--- src/rtl/alu181_pkg.sv ---
`default_nettype none
// ============================================================================
// Module   : alu181_pkg
// Purpose  : Shared types and constants for the slice-serial 74181 ALU.
// Revision : 1.0 - initial release
// ============================================================================
package alu181_pkg;

    localparam int SLICE_W = 4;

    typedef enum logic [1:0] {
        ST_IDLE = 2'b00,
        ST_RUN  = 2'b01,
        ST_DONE = 2'b10
    } state_t;

    // Function selects; S_XOR is the same code as S_SUB but used with m=1
    localparam logic [3:0] S_ADD = 4'b1001;
    localparam logic [3:0] S_SUB = 4'b0110;
    localparam logic [3:0] S_XOR = 4'b0110;

endpackage
`default_nettype wire

--- src/rtl/alu181_slice.sv ---
`default_nettype none
// ============================================================================
// Module   : alu181_slice
// Purpose  : Combinational 4-bit 74181 (active-high data, active-low carry).
// Revision : 1.0 - initial release
// ============================================================================
module alu181_slice
    import alu181_pkg::*;
(
    input  logic [SLICE_W-1:0] i_a,
    input  logic [SLICE_W-1:0] i_b,
    input  logic [3:0]         i_s,
    input  logic               i_m,
    input  logic               i_cn_n,
    output logic [SLICE_W-1:0] o_f,
    output logic               o_cn4_n,
    output logic               o_x_n,
    output logic               o_y_n
);

    logic [SLICE_W-1:0] w_e;
    logic [SLICE_W-1:0] w_d;
    logic [SLICE_W-1:0] w_g;
    logic [SLICE_W-1:0] w_p;
    logic [SLICE_W-1:0] w_c;
    logic               w_c0;
    logic               w_grp_g;
    logic               w_grp_p;

    assign w_e = ~((i_a & i_b & {SLICE_W{i_s[3]}}) | (i_a & ~i_b & {SLICE_W{i_s[2]}}));
    assign w_d = ~((~i_b & {SLICE_W{i_s[1]}}) | (i_b & {SLICE_W{i_s[0]}}) | i_a);
    assign w_g = ~w_e;
    assign w_p = ~w_d;
    assign w_c0 = ~i_cn_n;

    // Flattened lookahead: every internal carry is two gate levels from inputs
    assign w_c[0] = w_c0;
    assign w_c[1] = w_g[0] | (w_p[0] & w_c0);
    assign w_c[2] = w_g[1] | (w_p[1] & w_g[0]) | (w_p[1] & w_p[0] & w_c0);
    assign w_c[3] = w_g[2] | (w_p[2] & w_g[1]) | (w_p[2] & w_p[1] & w_g[0])
                  | (w_p[2] & w_p[1] & w_p[0] & w_c0);

    assign w_grp_g = w_g[3] | (w_p[3] & w_g[2]) | (w_p[3] & w_p[2] & w_g[1])
                   | (w_p[3] & w_p[2] & w_p[1] & w_g[0]);
    assign w_grp_p = &w_p;

    assign o_f     = w_e ^ w_d ^ (w_c | {SLICE_W{i_m}});
    assign o_cn4_n = ~(w_grp_g | (w_grp_p & w_c0));
    assign o_x_n   = ~w_grp_p;
    assign o_y_n   = ~w_grp_g;

endmodule
`default_nettype wire

--- src/rtl/alu181_seq.sv ---
`default_nettype none
// ============================================================================
// Module   : alu181_seq
// Purpose  : WIDTH-bit 74181 ALU evaluated one 4-bit slice per clock.
// Revision : 1.0 - initial release
// ============================================================================
module alu181_seq
    import alu181_pkg::*;
#(
    parameter int WIDTH = 16
) (
    input  logic             clk,
    input  logic             rst,
    input  logic             in_valid,
    output logic             in_ready,
    input  logic [WIDTH-1:0] a,
    input  logic [WIDTH-1:0] b,
    input  logic [3:0]       s,
    input  logic             m,
    input  logic             cn_n,
    output logic             out_valid,
    input  logic             out_ready,
    output logic [WIDTH-1:0] f,
    output logic             cn4_n,
    output logic             aeb,
    output logic             x_n,
    output logic             y_n
);

    localparam int NSLICE = WIDTH / SLICE_W;
    localparam int IDX_W  = (NSLICE > 1) ? $clog2(NSLICE) : 1;
    localparam logic [IDX_W-1:0] C_IDX_LAST = IDX_W'(NSLICE - 1);

    state_t             r_state;
    state_t             w_next;
    logic               w_in_ready;
    logic               w_out_valid;
    logic               w_accept;
    logic               w_run;
    logic               w_last;

    logic [WIDTH-1:0]   r_a;
    logic [WIDTH-1:0]   r_b;
    logic [3:0]         r_s;
    logic               r_m;
    logic [WIDTH-1:0]   r_f;
    logic               r_carry_n;
    logic               r_aeb;
    logic               r_p;
    logic               r_g;
    logic [IDX_W-1:0]   r_idx;

    logic [IDX_W+1:0]   w_base;
    logic [SLICE_W-1:0] w_sa;
    logic [SLICE_W-1:0] w_sb;
    logic [SLICE_W-1:0] w_sf;
    logic               w_scn4_n;
    logic               w_sx_n;
    logic               w_sy_n;

    always_ff @(posedge clk or posedge rst) begin
        if (rst) begin
            r_state <= ST_IDLE;
        end else begin
            r_state <= w_next;
        end
    end

    always_comb begin
        w_next      = r_state;
        w_in_ready  = 1'b0;
        w_out_valid = 1'b0;
        case (r_state)
            ST_IDLE: begin
                w_in_ready = 1'b1;
                if (in_valid) w_next = ST_RUN;
            end
            ST_RUN: begin
                if (r_idx == C_IDX_LAST) w_next = ST_DONE;
            end
            ST_DONE: begin
                w_out_valid = 1'b1;
                if (out_ready) w_next = ST_IDLE;
            end
            default: w_next = ST_IDLE;
        endcase
    end

    assign w_accept = w_in_ready & in_valid;
    assign w_run    = (r_state == ST_RUN);
    assign w_last   = (r_idx == C_IDX_LAST);

    // One slice instance, steered to bits [4k+3:4k] by the slice index
    assign w_base = {r_idx, 2'b00};
    assign w_sa   = r_a[w_base +: SLICE_W];
    assign w_sb   = r_b[w_base +: SLICE_W];

    alu181_slice u_slice (
        .i_a     (w_sa),
        .i_b     (w_sb),
        .i_s     (r_s),
        .i_m     (r_m),
        .i_cn_n  (r_carry_n),
        .o_f     (w_sf),
        .o_cn4_n (w_scn4_n),
        .o_x_n   (w_sx_n),
        .o_y_n   (w_sy_n)
    );

    always_ff @(posedge clk or posedge rst) begin
        if (rst) begin
            r_a       <= '0;
            r_b       <= '0;
            r_s       <= '0;
            r_m       <= 1'b0;
            r_f       <= '0;
            r_carry_n <= 1'b1;
            r_aeb     <= 1'b0;
            r_p       <= 1'b0;
            r_g       <= 1'b0;
            r_idx     <= '0;
        end else if (w_accept) begin
            r_a       <= a;
            r_b       <= b;
            r_s       <= s;
            r_m       <= m;
            r_f       <= '0;
            r_carry_n <= cn_n;
            r_aeb     <= 1'b1;
            r_p       <= 1'b1;
            r_g       <= 1'b0;
            r_idx     <= '0;
        end else if (w_run) begin
            r_f[w_base +: SLICE_W] <= w_sf;
            r_carry_n <= w_scn4_n;
            r_aeb     <= r_aeb & (&w_sf);
            r_p       <= r_p & ~w_sx_n;
            r_g       <= ~w_sy_n | (~w_sx_n & r_g);
            r_idx     <= w_last ? '0 : r_idx + 1'b1;
        end
    end

    assign in_ready  = w_in_ready;
    assign out_valid = w_out_valid;
    assign f         = r_f;
    assign cn4_n     = r_carry_n;
    assign aeb       = r_aeb;
    assign x_n       = ~r_p;
    assign y_n       = ~r_g;

endmodule
`default_nettype wire

--- config.mk ---
export PLATFORM = sky130hd
export DESIGN_NAME = alu181_seq
export DESIGN_NICKNAME = d
export VERILOG_FILES = /design/src/rtl/alu181_pkg.sv /design/src/rtl/alu181_slice.sv /design/src/rtl/alu181_seq.sv
export SDC_FILE = /design/constraint.sdc
export NUM_CORES = 1
export LEC_CHECK = 0
export CAP_MARGIN = 40
export CORE_MARGIN = 5
export CORE_UTILIZATION = 50
export DETAILED_ROUTE_END_ITERATION = 16
export PLACE_DENSITY = 0.75
export SLEW_MARGIN = 10
export SYNTH_ARGS = -nofsm -noshare
export SYNTH_HDL_FRONTEND = slang
export SYNTH_HIERARCHICAL = 1
export SYNTH_SLANG_ARGS = --single-unit
--- constraint.sdc ---
create_clock -name clk -period 2.9 [get_ports clk]
set_input_delay 0.725 -clock clk [delete_from_list [all_inputs] [get_ports clk]]
set_output_delay 0.725 -clock clk [all_outputs]
set_load 0.02 [all_outputs]
==> summary.md <==
| Metric | Value |
|---|---|
| Hold WC Path Type | `flip-flop to flip-flop` |
| Synth top area share | `47.7%` |
| Post-Synthesis Cells | `307` |
| P&R area growth vs syn | `29.3%` |
| First-pass GRT wire length | `11400 microns` |
| Worst-Margin Slew | `748 ps` |
| Mapped Nets | `355` |
| Fin area | `0.00407 sq mm` |
| Main combinational cell family by area after synthesis | `simple AND/OR/NAND/NOR gates` |
| RSZ-0062 raised after global routing | `false` |
| Antenna cells | `0` |
| Crit end category | `flip-flop` |
| Max Clock Freq | `0.374 GHz` |
| Vias | `2441` |
| Setup WS post-layout | `223 ps` |
| Clock-pin slew on the worst setup and hold paths | `70 ps` |
| Setup bufs post-CTS | `0` |
| Largest net degree at the start of global routing | `37` |
| Pwr dens | `1280 mW/mm^2` |
| Relative slew margins | `50.1%` |
| CP Class | `flip-flop to flip-flop` |
| Die Y | `89.3 microns` |
| CP max FO | `9` |
| Core ar. | `0.00624 sq mm` |
| Leakage power | `1.90 nW` |
| Final Hold Fails | `0` |
| Die width | `89.3 microns` |
| Synth Area in XOR/XNOR | `0.835%` |
| Synth top area cells | `dfrtp_1, nand2_1, mux4_2, a22o_1, buf_6` |
| Asr flop ratio synth | `100%` |
| PortBufs | `63` |
| Post-Place Worst Slack | `110 ps` |
| DRC Markers | `0` |
| Mux contribution to synthesized area | `8.11%` |
| WL/cell | `15.1 microns` |
| End-of-flow core utilization | `65.2%` |
| Drt initial violations | `112` |
| Slew Viols, Final | `0` |
| Clock Root Buffer | `clkbuf_8` |
| DP Cell Count | `441` |
| Post-layout instance count excluding filler cells | `457` |
| Critical Path RT | `3180 ps` |
| Final setup violation count | `0` |
| Fin Hold WS | `475 ps` |
| Area after DPL | `0.00383 sq mm` |
| Flop and latch count out of synthesis | `61` |
| Final worst path period share | `92.3%` |
| Post-synth top area cell | `dfrtp_1` |
| WP data arrival | `2960 ps` |
| Vias in the first global route | `2411` |
| Slowest CP cell | `mux4_2` |
| CTS Hold Bufs | `0` |
| Vias per inst | `5.34` |
| # resized after CTS | `0` |
| Sequential area share after synthesis | `48.5%` |
| GP Congestion | `0.868` |
| Critical Path Source | `r_idx[0]` |
| Synth Flop Type | `dfrtp_1` |
| Placed wire-length estimate | `5150 microns` |
| Critical-path cell list | `mux4_2, mux2_4, a21boi_2, o21ai_1, xnor2_1, and4_1, o21ai_0, nand2_1` |
| Synth cell types | `51` |
| Simple-gate share of the synthesized area | `22.4%` |
| Crit path time final | `2680 ps` |
| Yosys warnings | `6` |
| CTS tree | `built` |
| Worst path max stage delay | `590 ps` |
| Final ANT Viol Nets | `0` |
| Cell family with most CP delay | `multiplexers` |
| Layout Nets | `423` |
| Commonest cells after routing, fill and taps aside | `nand2_1, clkdlybuf4s50_1, dfrtp_1, a22o_1, clkbuf_8` |
| Row Count | `29` |
| CP bufs+invs | `0` |
| Total wire length | `6910 microns` |
| Post-synth EDFFs | `0` |
| Skew final | `6.64 ps` |
| CTS Buf Count | `9` |
| Most common cell after layout, fill and taps aside | `nand2_1` |
| GR Overflow Total | `0` |
| DIE AREA | `0.00798 sq mm` |
| Starting density of the core | `50.4%` |
| H-tree depth | `3` |
| Clock sink count | `61` |
| Outcome | `complete, no violations` |
| First-pass DRT Iterations | `4` |
| Peak supply drop | `0.000632 V` |
| Bufs on Longest Clock Path | `2` |
| Worst skew pair latency | `340 ps` |
| Post-synthesis area per instance | `10.3 sq um` |
| Max-cap viol count | `0` |
| IO Pins | `64` |
| Share of cells above drive strength 1 | `13.7%` |
| Total Power | `5.20 mW` |
| Initial antenna violation count | `0` |
| Post-Syn Area | `0.00315 sq mm` |
| Total GRT Usage | `18.9%` |
| Hold Path Origin | `r_b[8]` |
| Post-synthesis compound-gate area fraction | `13.0%` |
| TNS Setup | `0 ps` |
| Post-Synth Adder-Cell Area | `2.39%` |
| Element type at the critical path start | `flip-flop` |
| Worst reg2reg startpoint | `r_idx[0]` |
-- report_power, final --
group	leakage, nW	internal, mW	switching [mW]	total [mW]
clock	0.121	0.594	0.331	0.925
combinational	1.00	1.23	1.51	2.75
sequential	0.777	1.22	0.308	1.53
total	1.90	3.05	2.15	5.20
-- flip-flops by register name, indices dropped and copies added (netlist names) --
| name | count |
|---|---|
| r_b | 16 |
| r_a | 16 |
| f | 16 |
| r_idx | 2 |
| r_s | 4 |
| r_m | 1 |
| r_state | 2 |
| r_p | 1 |
| aeb | 1 |
| r_g | 1 |
| cn4_n | 1 |
-- per-layer routing --
layer	track usage, %	up-vias	share of wire (%)
met5	0	-	0
met4	6.36	0	1.5
met3	5.81	12	6.9
met2	32.0	74	49
met1	22.9	1164	42
li1	-	1191	-
-- worst reg2reg max path, cell delays in order, from the launching register on --
cell	delay, ps
dfrtp_2	540
mux4_2	590
mux2_4	350
a21boi_2	210
o21ai_1	90
xnor2_1	420
and4_1	250
o21ai_0	70
nand2_1	80
-- logic make-up (layout without fill, tap and decap cells) --
kind of cell / Yosys count / count (layout)
multiplexers: 13 / 13
adder cells (fa/ha/maj): 6 / 6
buffers and inverters: 22 / 95
XOR/XNOR: 3 / 3
AND/OR/NAND/NOR: 153 / 153
AO/OA/AOI/OAI: 49 / 49
flip-flops: 61 / 61
-- cell usage after synthesis, types with 4 or more instances --
library cell / instances
a21o_1: 4
a21oi_1: 5
a22o_1: 13
a32o_1: 4
buf_2: 4
buf_6: 7
dfrtp_1: 60
ha_1: 6
inv_1: 7
mux4_2: 9
nand2_1: 124
nor2b_1: 7
o21ai_1: 4
-- final cells by class --
class	count	area (sq um)
fill	502	2170
clock inverter	4	95.1
clock buffer	12	145
sequential	61	1530
tap	77	96.3
multi-input combinational	224	1470
timing repair buffer	71	703
inverter	8	30.0
-- path summary, 6_finish.rpt --
path	depth (start not counted)	slack, ps	endpoint
setup / recovery	8	220	aeb
hold reg to reg	2	480	r_b[8]
min in group asynchronous	2	830	r_state[0]
max in group asynchronous	3	1390	r_b[4]
hold / removal	2	480	r_b[8]
setup reg to reg	8	220	aeb
No activity file was read; power rests on OpenSTA's default activity.
